===== src/rtl/cic3_interp_sdm_dac_if.sv =====
// Sample/bitstream bundle for cic3_interp_sdm_dac: driver side is master, DAC is slave.
interface cic3_interp_sdm_dac_if #(
   parameter int IN_WIDTH = 16
);
   logic signed [IN_WIDTH-1:0] in_data;
   logic                       in_valid;
   logic                       in_ready;
   logic                       underrun;
   logic                       dout;

   modport master (
      output in_data,
      output in_valid,
      input  in_ready,
      input  underrun,
      input  dout
   );

   modport slave (
      input  in_data,
      input  in_valid,
      output in_ready,
      output underrun,
      output dout
   );
endinterface


===== src/rtl/cic3_interp_sdm_dac.sv =====
// CIC3 x R interpolator feeding a 1st-order sigma-delta: one sample per R clks in, 1 bit per clk out.
// Latency: sample hits u one clk after its slot; y settles within 3R+4 clks; dout registered.
// Backpressure: none beyond the one-cycle in_ready slot; missed slot holds x and pulses underrun. Dither: CIC3_INTERP_SDM_DITHER_EN.
module cic3_interp_sdm_dac #(
   parameter int DECIMATION_FACTOR = 256,
   parameter int CLOCK_WIDTH       = $clog2(DECIMATION_FACTOR),
   parameter int IN_WIDTH          = 16,
   parameter int W                 = IN_WIDTH + 3*CLOCK_WIDTH
) (
   input  logic                  clk,
   input  logic                  reset,
   cic3_interp_sdm_dac_if.slave  bus
);
   localparam int AW = IN_WIDTH + 2;
   localparam logic signed [AW-1:0] FULL = AW'(2**(IN_WIDTH-1));

   logic [CLOCK_WIDTH-1:0]     ph;
   logic                       slot;
   logic signed [IN_WIDTH-1:0] x;
   logic signed [IN_WIDTH-1:0] x_new;
   logic signed [W-1:0]        x_w, x_new_w;
   logic signed [W-1:0]        d1, d2, d3, d1_z, d2_z, comb_out;
   logic signed [W-1:0]        u, i1, i2, i3;
   logic signed [AW-1:0]       y, v, fb, acc, dither;
   logic                       dout_next;
   logic                       dout_q;
   logic                       underrun_q;

   assign slot         = (ph == CLOCK_WIDTH'(DECIMATION_FACTOR-1));
   assign bus.in_ready = slot && !reset;
   assign bus.dout     = dout_q;
   assign bus.underrun = underrun_q;

`ifdef CIC3_INTERP_SDM_DITHER_EN
   logic [15:0] lfsr;

   always_ff @(posedge clk) begin
      if (reset) lfsr <= 16'hACE1;
      else       lfsr <= {lfsr[14:0], lfsr[15] ^ lfsr[13] ^ lfsr[12] ^ lfsr[10]};
   end

   assign dither = {{(AW-1){1'b0}}, lfsr[0]};
`else
   assign dither = '0;
`endif

   always_comb begin
      x_new   = bus.in_valid ? bus.in_data : x;
      x_w     = x;
      x_new_w = x_new;
      // x itself is the comb's x_z: it only moves at accept edges
      d1 = x_new_w - x_w;
      d2 = d1 - d1_z;
      d3 = d2 - d2_z;
      u  = (ph == '0) ? comb_out : '0;
      // low AW bits of i3 >>> 2*CLOCK_WIDTH; exact because R^2 gain cancels
      y  = i3[2*CLOCK_WIDTH +: AW];
      v  = acc + y + dither;
      dout_next = !v[AW-1];
      fb = dout_next ? FULL : -FULL;
   end

   always_ff @(posedge clk) begin
      if (reset) begin
         ph         <= '0;
         x          <= '0;
         d1_z       <= '0;
         d2_z       <= '0;
         comb_out   <= '0;
         i1         <= '0;
         i2         <= '0;
         i3         <= '0;
         acc        <= '0;
         dout_q     <= 1'b0;
         underrun_q <= 1'b0;
      end else begin
         ph         <= ph + CLOCK_WIDTH'(1);
         underrun_q <= slot && !bus.in_valid;
         if (slot) begin
            x        <= x_new;
            d1_z     <= d1;
            d2_z     <= d2;
            comb_out <= d3;
         end
         // integrators wrap mod 2^W; the comb differences cancel the wrap
         i1     <= i1 + u;
         i2     <= i2 + i1;
         i3     <= i3 + i2;
         acc    <= v - fb;
         dout_q <= dout_next;
      end
   end
endmodule


===== src/flat_wrapper.sv =====
// flat-port wrapper written by rule: the top's interface ports become plain ports
module cic3_interp_sdm_dac_flat 
#(
   parameter int DECIMATION_FACTOR = 256,
   parameter int CLOCK_WIDTH       = $clog2(DECIMATION_FACTOR),
   parameter int IN_WIDTH          = 16,
   parameter int W                 = IN_WIDTH + 3*CLOCK_WIDTH
)
  (clk, reset, bus_in_data, bus_in_valid, bus_in_ready, bus_underrun, bus_dout);
  cic3_interp_sdm_dac_if #(.IN_WIDTH(IN_WIDTH)) bus_i ();
  input  logic clk;
  input  logic reset;
  input wire logic [$bits(bus_i.in_data)-1:0] bus_in_data;
  input wire logic [$bits(bus_i.in_valid)-1:0] bus_in_valid;
  output wire logic [$bits(bus_i.in_ready)-1:0] bus_in_ready;
  output wire logic [$bits(bus_i.underrun)-1:0] bus_underrun;
  output wire logic [$bits(bus_i.dout)-1:0] bus_dout;
  assign bus_i.in_data = bus_in_data;
  assign bus_i.in_valid = bus_in_valid;
  assign bus_in_ready = bus_i.in_ready;
  assign bus_underrun = bus_i.underrun;
  assign bus_dout = bus_i.dout;
  cic3_interp_sdm_dac #(.DECIMATION_FACTOR(DECIMATION_FACTOR), .CLOCK_WIDTH(CLOCK_WIDTH), .IN_WIDTH(IN_WIDTH), .W(W)) u_core (.clk(clk), .reset(reset), .bus(bus_i));
endmodule

===== config.mk =====
export PLATFORM = sky130hd
export DESIGN_NAME = cic3_interp_sdm_dac_flat
export DESIGN_NICKNAME = d
export VERILOG_FILES = /design/src/rtl/cic3_interp_sdm_dac_if.sv /design/src/rtl/cic3_interp_sdm_dac.sv /design/src/flat_wrapper.sv
export SDC_FILE = /design/constraint.sdc
export NUM_CORES = 1
export LEC_CHECK = 0
export ABC_AREA = 1
export ABC_CLOCK_PERIOD_IN_PS = 18900
export CAP_MARGIN = 20
export CORE_UTILIZATION = 43
export CTS_CLUSTER_DIAMETER = 150
export DETAILED_ROUTE_END_ITERATION = 8
export PLACE_DENSITY_LB_ADDON = 0.1
export SETUP_SLACK_MARGIN = 0.2
export SYNTH_ARGS = -nofsm -noshare
export SYNTH_HDL_FRONTEND = slang
export SYNTH_SLANG_ARGS = --single-unit

===== constraint.sdc =====
create_clock -name clk -period 18.9 [get_ports clk]
set_clock_uncertainty 0.05 [all_clocks]
set_input_delay 5.67 -clock clk [delete_from_list [all_inputs] [get_ports clk]]
set_output_delay 5.67 -clock clk [all_outputs]
set_load 0.005 [all_outputs]

==> summary.md <==
| Metric | Value |
|---|---|
| Run status | `complete, no violations` |
| Synth top area cells | `dfxtp_1 26%, ha_1 13%, a21oi_1 11%, nand2_1 11%, inv_1 8.3%` |
| Gr usage total | `0.250` |
| Final wirelength | `52700 um` |
| Period utilisation layout | `0.648` |
| Slew Viols, Final | `0` |
| Critical path's top delay family | `buffers and inverters` |
| Final #Nets | `2995` |
| Drt first pass iters | `5` |
| Starting density of the core | `0.438` |
| Fill cell count | `4347` |
| Hold_ws | `396 ps` |
| Ys Warns | `0` |
| Worst Path Buf+Inv | `2` |
| Clk pin slew, worst setup/hold paths | `50 ps` |
| Final setup violation count | `0` |
| Setup crit end kind | `output port` |
| Largest net degree at the start of global routing | `86` |
| Post-CTS Setup Bufs | `0` |
| Hold WC Path Type | `flip-flop to flip-flop` |
| P_leak | `9.16 nW` |
| CTS root buf | `clkbuf_16` |
| Routed len/inst | `15.8 um` |
| CTS sink count | `231` |
| Crit start category | `primary input` |
| Row Count | `74` |
| Worst-path maximum fanout | `16` |
| Worst path cell trace | `buf_4, nor2_2, clkdlybuf4s50_1` |
| Synthesized cell area | `18000 sq um` |
| Unrepaired setup endpoints after global routing | `false` |
| Layout cells sized above 1 | `0.0385` |
| Max Fclk | `81.7 MHz` |
| H-tree depth | `1` |
| WP data required | `13180 ps` |
| Setup TNS | `0 ps` |
| Antenna cells | `0` |
| Vias per Instance | `5.26` |
| Max transition margin | `0.253` |
| CP max stage delay | `520 ps` |
| Leading area contributor after synthesis | `dfxtp_1` |
| Post-synthesis sequential area ratio | `0.257` |
| Syn Nets | `2989` |
| CTS tree | `yes` |
| CP max stage cell | `clkdlybuf4s50_1` |
| Crit path time final | `12240 ps` |
| DRC | `0` |
| Number of routed nets with antenna violations | `0` |
| I/O pin cnt | `22` |
| Setup CP Type | `primary input to output port` |
| CP Data Arrival Time | `6520 ps` |
| Place WS | `6660 ps` |
| First DRT Iteration DRCs | `781` |
| Core Footprint | `41100 sq um` |
| Crit path setup slack, layout | `6660 ps` |
| Worst skew pair latency | `580 ps` |
| Pwr dens | `81.3 nW/um^2` |
| Synthesis-stage register bit count | `231` |
| TritonCTS Buffers | `30` |
| I/O Buffers | `21` |
| Synth-to-Final Area Change | `9.93%` |
| Die area | `42700 sq um` |
| Die height | `207 um` |
| Gr ovfl total | `0` |
| Via count | `17.6k` |
| Synth top area share | `0.257` |
| Initial antenna violation count | `0` |
| Max Cap Violations | `0` |
| Post-Syn Area per Cell | `6.49 sq um` |
| GP Congestion | `0.915` |
| Worst vdd ir | `0.0789 mV` |
| Cell count after synthesis | `2777` |
| Clock buffer depth | `3` |
| Slew @ Worst Pin | `1120 ps` |
| Vias in the first global route | `17.3k` |
| Dpl hpwl | `41800 um` |
| Post-CTS sizing | `0` |
| Hold Vio Cnt, Final | `0` |
| Die width | `207 um` |
| First-pass GRT wire length | `85400 um` |
| Unique masters post-synth | `58` |
| Hold-fix buffers at CTS | `0` |
-- cells in the mapped netlist (all sizes together) --
master / instances
or2: 6
o2111ai: 1
a31oi: 10
nand3: 124
fa: 9
ha: 184
inv: 402
a21boi: 13
a21o: 32
a31o: 1
nand4: 22
nor4: 8
a21oi: 398
xnor2: 9
nor2b: 1
o211ai: 7
nand3b: 3
mux2i: 1
nand2: 525
clkinv: 1
clkbuf: 27
o21ai: 268
nor2: 334
and2: 2
nor3b: 5
o31ai: 3
o21a: 22
a22oi: 1
o21bai: 27
nor3: 29
xor2: 41
buf: 25
and3: 1
a211oi: 4
dfxtp: 231
-- through the flow --
step                instance area (sq um)   util  instances  power [mW]
floorplan                           18000      -       2777       0.857
global placement                    18700  0.455       3283       0.980
finish                              19800  0.482       3339        1.61
global route                        19800  0.482       3339        1.71
detailed placement                  18700  0.455       3283       0.982
CTS                                 19800  0.482       3339        1.63
-- registers in the layout, summed over array words and instances (netlist names) --
| register | flops |
|---|---|
| u_core.bus.dout | 1 |
| u_core.bus.underrun | 1 |
| u_core.i3 | 34 |
| u_core.ph | 8 |
| u_core.acc | 18 |
| u_core.x | 16 |
| u_core.i1 | 34 |
| u_core.i2 | 34 |
| u_core.d1_z | 17 |
| u_core.comb_out | 34 |
| u_core.d2_z | 34 |
-- report_power, final --
part	total [mW]	internal, mW	switching, mW
Sequential	0.490	0.489	0.000756
Combinational	0.482	0.163	0.319
Clock	0.639	0.403	0.236
Total	1.61	1.06	0.556
-- kinds of logic after synthesis --
kind of cell / count (synthesis) / synth area share
and+or+nand+nor: 1060 / 0.244
AOI/OAI and AO/OA: 787 / 0.239
buffers and inverters: 455 / 0.0973
DFF: 231 / 0.257
adders and majority gates: 193 / 0.138
xor gates and xnor gates: 50 / 0.0247
muxes: 1 / 0.000556
-- final timing paths --
check | endpoint | cells after the start | slack [ps] | start
hold reg to reg | u_core.ph[0] | 1 | 400 | u_core.ph[0]
setup reg to reg | u_core.comb_out[29] | 31 | 13340 | u_core.x[1]
setup / recovery | bus_in_ready | 3 | 6660 | reset
hold / removal | u_core.ph[0] | 1 | 400 | u_core.ph[0]
-- area by class of cell --
| cell class | count | area [sq um] | area share |
|---|---|---|---|
| Timing Repair Buffer | 26 | 245 | 0.0124 |
| Clock buffer | 39 | 866 | 0.0437 |
| Inverter | 403 | 1520 | 0.0765 |
| Tap cell | 532 | 666 | 0.0336 |
| Clock inverter | 17 | 244 | 0.0123 |
| Sequential cell | 231 | 4620 | 0.233 |
| Multi-Input combinational cell | 2091 | 11600 | 0.588 |
-- placed cells by master (no fill, tap or decap), drive strengths merged, types with 13 or more instances in the layout --
cell type | Yosys | routed
a21boi | 13 | 13
a21o | 32 | 32
a21oi | 398 | 398
clkbuf | 27 | 39
clkdlybuf4s50 | 0 | 20
dfxtp | 231 | 231
ha | 184 | 184
inv | 402 | 402
nand2 | 525 | 525
nand3 | 124 | 124
nand4 | 22 | 22
nor2 | 334 | 334
nor3 | 29 | 29
o21a | 22 | 22
o21ai | 268 | 268
o21bai | 27 | 27
xor2 | 41 | 41
-- metal layers --
| layer | track usage | vias up | part of all wire |
|---|---|---|---|
| met5 | 0 | - | 0 |
| met3 | 0.0235 | 93 | 0.021 |
| met1 | 0.285 | 7977 | 0.44 |
| li1 | - | 9274 | - |
| met4 | 0.0863 | 0 | 0.035 |
| met2 | 0.479 | 219 | 0.51 |
Power figures use the tool's default switching activity.
